`src/rtl/node_request_controller_pkg.sv`:
```
// Shared definitions for the node request controller and the path-capture block.
// Latency: none (types and constants only).
// Backpressure: not applicable.
package node_request_controller_pkg;

   // Controller sequencing states
   typedef enum logic [1:0] {
      IDLE = 2'd0,
      LOAD = 2'd1,
      RUN  = 2'd2,
      DONE = 2'd3
   } state_t;

   // CPU read-map addresses
   localparam logic [31:0] START_ADDR_C  = 32'h0200_0000;
   localparam logic [31:0] END_ADDR_C    = 32'h0200_0004;
   localparam logic [31:0] STATUS_ADDR_C = 32'h0200_0010;

endpackage

```
`src/rtl/node_req_fifo.sv`:
```
// Request queue holding packed {start, end} node pairs, DEPTH entries deep.
// Latency: head is visible the cycle after the push edge; pop takes effect on the edge.
// Backpressure: full flag blocks further pushes; pop on empty is ignored.
module node_req_fifo #(
   parameter int DEPTH = 4,
   parameter int WIDTH = 10
) (
   input  logic             clk,
   input  logic             reset,
   input  logic             push,
   input  logic [WIDTH-1:0] push_data,
   input  logic             pop,
   output logic [WIDTH-1:0] head,
   output logic             full,
   output logic             empty
);

   localparam int AW = (DEPTH > 1) ? $clog2(DEPTH) : 1;

   logic [WIDTH-1:0] mem [DEPTH];
   logic [AW-1:0]    wr_ptr;
   logic [AW-1:0]    rd_ptr;
   logic [AW:0]      count;
   logic             do_push;
   logic             do_pop;

   assign full    = (count == (AW+1)'(DEPTH));
   assign empty   = (count == '0);
   assign do_push = push && !full;
   assign do_pop  = pop && !empty;
   assign head    = mem[rd_ptr];

   // Storage array: written on accepted push, never reset
   always_ff @(posedge clk) begin
      if (do_push) begin
         mem[wr_ptr] <= push_data;
      end
   end

   // Pointers wrap naturally because DEPTH is a power of two
   always_ff @(posedge clk) begin
      if (reset) begin
         wr_ptr <= '0;
         rd_ptr <= '0;
         count  <= '0;
      end else begin
         if (do_push) wr_ptr <= wr_ptr + AW'(1);
         if (do_pop)  rd_ptr <= rd_ptr + AW'(1);
         count <= count + (AW+1)'(do_push) - (AW+1)'(do_pop);
      end
   end

endmodule

```
`src/rtl/node_request_controller.sv`:
```
// Queues start/end node requests and sequences the CPU through one path search per request.
// Latency: CPU leaves reset 2 cycles after the queue becomes non-empty in IDLE.
// Backpressure: req_ready drops while the request FIFO is full.
module node_request_controller
   import node_request_controller_pkg::*;
#(
   parameter int          NODE_W      = 5,
   parameter int          DEPTH       = 4,
   parameter int          TIMEOUT     = 1_000_000,
   parameter logic [31:0] START_ADDR  = START_ADDR_C,
   parameter logic [31:0] END_ADDR    = END_ADDR_C,
   parameter logic [31:0] STATUS_ADDR = STATUS_ADDR_C
) (
   input  logic              clk,
   input  logic              reset,
   input  logic              req_valid,
   input  logic [NODE_W-1:0] req_start,
   input  logic [NODE_W-1:0] req_end,
   output logic              req_ready,
   input  logic [31:0]       DataAdr,
   output logic [31:0]       ReadData,
   output logic              rd_hit,
   input  logic              path_found,
   output logic              cpu_reset,
   output logic              path_ack,
   output logic              timeout_err
);

   localparam int WD_W = $clog2(TIMEOUT + 1);

   state_t              state;
   state_t              state_next;
   logic [2*NODE_W-1:0] fifo_head;
   logic                fifo_full;
   logic                fifo_empty;
   logic                push;
   logic                pop;
   logic [NODE_W-1:0]   cur_start;
   logic [NODE_W-1:0]   cur_end;
   logic [WD_W-1:0]     watchdog;
   logic                path_prev;
   logic                path_edge;
   logic                wd_expire;

   assign req_ready = !fifo_full;
   assign push      = req_valid && req_ready;
   assign pop       = (state == LOAD);
   assign path_edge = path_found && !path_prev;
   assign wd_expire = (watchdog == WD_W'(TIMEOUT - 1));

   node_req_fifo #(
      .DEPTH (DEPTH),
      .WIDTH (2*NODE_W)
   ) u_fifo (
      .clk       (clk),
      .reset     (reset),
      .push      (push),
      .push_data ({req_start, req_end}),
      .pop       (pop),
      .head      (fifo_head),
      .full      (fifo_full),
      .empty     (fifo_empty)
   );

   // State register
   always_ff @(posedge clk) begin
      if (reset) state <= IDLE;
      else       state <= state_next;
   end

   // Next-state and CPU control outputs; the CPU runs only in RUN
   always_comb begin
      state_next = state;
      cpu_reset  = 1'b1;
      path_ack   = 1'b0;
      case (state)
         IDLE: if (!fifo_empty) state_next = LOAD;
         LOAD: state_next = RUN;
         RUN: begin
            cpu_reset = 1'b0;
            if (path_edge || wd_expire) state_next = DONE;
         end
         DONE: begin
            path_ack   = 1'b1;
            state_next = IDLE;
         end
         default: state_next = IDLE;
      endcase
   end

   // Request latch, watchdog and completion-edge tracking; a completion edge beats expiry
   always_ff @(posedge clk) begin
      if (reset) begin
         cur_start   <= '0;
         cur_end     <= '0;
         watchdog    <= '0;
         timeout_err <= 1'b0;
         path_prev   <= 1'b0;
      end else begin
         path_prev <= path_found;
         if (state == LOAD) begin
            cur_start   <= fifo_head[2*NODE_W-1:NODE_W];
            cur_end     <= fifo_head[NODE_W-1:0];
            timeout_err <= 1'b0;
            watchdog    <= '0;
         end else if (state == RUN) begin
            watchdog <= watchdog + WD_W'(1);
            if (wd_expire && !path_edge) timeout_err <= 1'b1;
         end
      end
   end

   // CPU read map, purely combinational from the address
   always_comb begin
      ReadData = '0;
      rd_hit   = 1'b0;
      if (DataAdr == START_ADDR) begin
         rd_hit                = 1'b1;
         ReadData[NODE_W-1:0]  = cur_start;
      end else if (DataAdr == END_ADDR) begin
         rd_hit                = 1'b1;
         ReadData[NODE_W-1:0]  = cur_end;
      end else if (DataAdr == STATUS_ADDR) begin
         rd_hit                = 1'b1;
         ReadData[2:0]         = {timeout_err, !fifo_empty, state == RUN};
      end
   end

endmodule
```
`config.mk`:
```
export PLATFORM = sky130hd
export DESIGN_NAME = node_request_controller
export DESIGN_NICKNAME = d
export VERILOG_FILES = /design/src/rtl/node_request_controller_pkg.sv /design/src/rtl/node_req_fifo.sv /design/src/rtl/node_request_controller.sv
export SDC_FILE = /design/constraint.sdc
export NUM_CORES = 1
export LEC_CHECK = 0
export BUFFER_PORTS_ARGS = -buffer_cell sky130_fd_sc_hd__buf_2
export CORE_UTILIZATION = 45
export DETAILED_ROUTE_END_ITERATION = 8
export PLACE_DENSITY = 0.66
export SETUP_SLACK_MARGIN = 0.02
export SLEW_MARGIN = 20
export SYNTH_ARGS = -nofsm -noshare
export SYNTH_HDL_FRONTEND = slang
export SYNTH_SLANG_ARGS = --single-unit
```
`constraint.sdc`:
```
create_clock -name clk -period 3 [get_ports clk]
set_input_delay 0.3 -clock clk [delete_from_list [all_inputs] [get_ports clk]]
set_output_delay 0.3 -clock clk [all_outputs]
set_load 0.05 [all_outputs]
```
==> metrics.md <==
| Metric | Value |
|---|---|
| Port bufs | `between 50 and 60` |
| CTS resizes | `0` |
| Hold Path End | `u_fifo.mem[3][2]` |
| Layout area overhead | `12.5%` |
| Buffers and inverters on the worst path | `2` |
| FMAX | `417 MHz` |
| Yosys reg bits | `81` |
| Synthesis Warnings | `0` |
| GR Layer Usage met3 | `0.0496` |
| R2R Path End | `u_fifo.count[2]` |
| Cts bufs inserted | `9` |
| Worst-path fanout max | `6` |
| Die Y | `roughly 94 um` |
| Final hold vios | `0` |
| Detailed-route wire length per cell | `between 10 and 15 um` |
| # Max-Cap Violations | `0` |
| Worst Path Required | `2700 ps` |
| Final period util | `0.799` |
| Relative slew slack | `0.474` |
| Tot GR Track Use | `0.166` |
| Worst Setup Path Type | `input pin to output port` |
| Hold path cells | `1` |
| Vias per cell | `5.09` |
| Fin. max-slew vios | `0` |
| Reg2reg path depth | `10` |
| Peak supply drop | `0.401 mV` |
| DR DRC count | `0` |
| Die Area | `slightly below 9000 um2` |
| Worst Hold Class | `input pin to register` |
| Rows | `33` |
| Final #Nets | `approximately 440` |
| Final WS setup | `between 600 and 700 ps` |
| Family with the most delay on the worst path | `simple AND/OR/NAND/NOR gates` |
| Final min period | `2400 ps` |
| Diodes inserted | `0` |
| Ys async rst share | `0` |
| CTS Buffer Depth | `2` |
| Pre-antenna DRT Iters | `4` |
| Syn avg cell area | `approximately 12 um2` |
| Largest area contributor in the netlist | `edfxtp_1` |
| CP Capture Type | `output port` |
| Worst-Margin Slew | `788 ps` |
| FF-to-FF Start | `u_fifo.count[1]` |
| Via Count | `2497` |
| Clk sinks | `81` |
| Top_reg_cell synth | `dfxtp_1` |
| Sum of negative setup slack | `0 ps` |
| Leak | `between 0.0015 and 0.002 uW` |
| Gpl congestion | `0.761` |
| Htree depth | `3` |
| CP max stage cell | `or4_1` |
| Largest cells by area after synthesis | `edfxtp_1 32%, dfxtp_1 22%, mux4_2 6.0%` |
| Setup violations, final | `0` |
| Setup bufs post-CTS | `0` |
| Register area share after synthesis | `0.537` |
| Hold-fix buffers at CTS | `0` |
| Placeable Area | `around 8000 um2` |
| Clk_lat worst skew | `360 ps` |
| RSZ-0062 raised after global routing | `false` |
| Initial core utilization | `0.461` |
| Netlist cell types | `46` |
| P per Cell Area | `694 nW/um2` |
| Busiest layer in global routing | `met2` |
| EDFF count, synth | `40` |
| Syn Inst Count | `324` |
| Final antenna-violating net count | `0` |
| Worst EP arrival | `around 2100 ps` |
| I/O pins | `between 80 and 90` |
| DR iter-0 viols | `75` |
| Dpl ws | `631 ps` |
| First-pass GRT wire length | `11.0 mm` |
| CTS tree | `built` |
| Root buffer cell | `clkbuf_8` |
| Layout cells sized above 1 | `0.231` |
| Hold wc startpoint | `req_end[2]` |
| Clock Skew | `14.5 ps` |
| Dpl hpwl | `4.72 mm` |
| Die width | `93.5 um` |
| Reg2reg setup slack | `680 ps` |
| Cell Chain, Critical Path | `buf_2, or4_1, nor3_1, nand4_1, nor3_1, buf_2` |
| M2 GR Usage | `0.285` |
| Largest net degree at the start of global routing | `24` |
| Gr ovfl total | `0` |
| Vias in the first global route | `approximately 2400` |
| Clock transition at the registers of the reported paths | `about 90 ps` |
| WL final | `between 6 and 7 mm` |
| Synthesized cell area | `3770 um2` |
| Status | `completed` |
| GR Util met1 | `0.203` |
| Critical path's largest stage delay | `510 ps` |
| Yosys top cell area share | `0.319` |
| Crit path launch type | `input pin` |
| Initial antenna violation count | `0` |
-- layer usage --
| layer | share of wire | up-vias |
|---|---|---|
| li1 | - | 1226 |
| met1 | 0.45 | 1192 |
| met2 | 0.49 | 74 |
| met3 | 0.052 | 5 |
| met4 | 0.0088 | 0 |
| met5 | 0 | - |
-- worst reg2reg max path, delay by kind of cell, from the launching register on --
kind	cells	cell delay [ps]
AND/OR/NAND/NOR	3	650
adder cells (fa/ha/maj)	3	790
buffers and inverters	2	100
XOR/XNOR	2	290
flip-flops	1	370
-- cells in the mapped netlist (2+ instances only) --
library cell	count
buf_1	3
edfxtp_1	40
mux2i_1	18
xnor2_1	10
nor2b_1	2
buf_4	27
nand2b_1	2
and2_1	5
xor2_1	6
clkbuf_1	6
ha_1	11
inv_1	15
nand2_1	11
a21oi_1	11
nor4_1	6
or3_1	3
o31ai_1	4
nor2_1	41
or4_1	8
dfxtp_1	41
and4_1	4
nand4_1	6
nor3_1	7
mux4_2	10
nand3_1	6
-- through the flow --
step	hold WS [ps]	power [uW]	utilization	cells	instance area, um2
floorplan	399	2060	-	350	3870
global placement	446	2190	0.495	475	4050
detailed placement	462	2210	0.495	475	4050
CTS	130	2990	0.518	491	4240
global route	137	3110	0.518	491	4240
finish	155	2940	0.518	491	4240
-- cells in the final DEF, fill, tap and decap left out, types with 2 or more instances in the layout --
| master | synthesis | layout |
|---|---|---|
| or4_1 | 8 | 8 |
| nor3_1 | 7 | 7 |
| inv_6 | 0 | 4 |
| or3_1 | 3 | 3 |
| clkbuf_8 | 0 | 10 |
| a21oi_1 | 11 | 11 |
| ha_1 | 11 | 11 |
| nand3_1 | 6 | 6 |
| dfxtp_1 | 41 | 41 |
| inv_1 | 15 | 15 |
| edfxtp_1 | 40 | 40 |
| buf_2 | 1 | 55 |
| xor2_1 | 6 | 6 |
| o31ai_1 | 4 | 4 |
| buf_4 | 27 | 2 |
| nor2_1 | 41 | 41 |
| mux4_2 | 10 | 10 |
| mux2i_1 | 18 | 18 |
| nor2b_1 | 2 | 2 |
| conb_1 | 1 | 27 |
| and4_1 | 4 | 4 |
| nand2b_1 | 2 | 2 |
| and2_1 | 5 | 5 |
| nand4_1 | 6 | 6 |
| xnor2_1 | 10 | 10 |
| nor4_1 | 6 | 6 |
| nand2_1 | 11 | 11 |
-- layout make-up --
cell class                      instances  area [um2]
Clock buffer                           10         138
Multi-Input combinational cell        217        1550
Fill cell                             735        3940
Sequential cell                        81        2020
Timing Repair Buffer                   57         290
Tap cell                              105         131
Inverter                               15        56.3
Clock inverter                          6        53.8
-- where the power goes --
part           leakage [uW]  internal (uW)  switching [uW]
Sequential         0.000700           1300             105
Clock             0.0000962            341             425
Combinational      0.000792            330             439
Total               0.00159           1970             969
-- kinds of logic after synthesis --
| logic type | share of synthesized area |
|---|---|
| compound gates | 0.0452 |
| simple gates | 0.152 |
| mux | 0.108 |
| other cells | 0.000995 |
| flops | 0.537 |
| fa+ha+maj | 0.0418 |
| buf+inv | 0.0790 |
| xor+xnor | 0.0372 |
-- registers in the layout, summed over array words and instances (netlist names) --
name	flops
cur_end	5
cur_start	5
path_prev	1
state	2
timeout_err	1
u_fifo.count	3
u_fifo.mem	40
u_fifo.rd_ptr	2
u_fifo.wr_ptr	2
watchdog	20
-- worst max path at each step --
stage,cells past startpoint,endpoint,slack (ps),startpoint
global route,6,ReadData[4],490,DataAdr[18]
CTS,6,ReadData[4],610,DataAdr[18]
detailed placement,6,ReadData[4],630,DataAdr[18]
finish,6,ReadData[4],600,DataAdr[18]
floorplan,4,ReadData[3],420,DataAdr[18]
global placement,6,ReadData[4],640,DataAdr[18]
No activity file was read; power rests on OpenSTA's default activity.
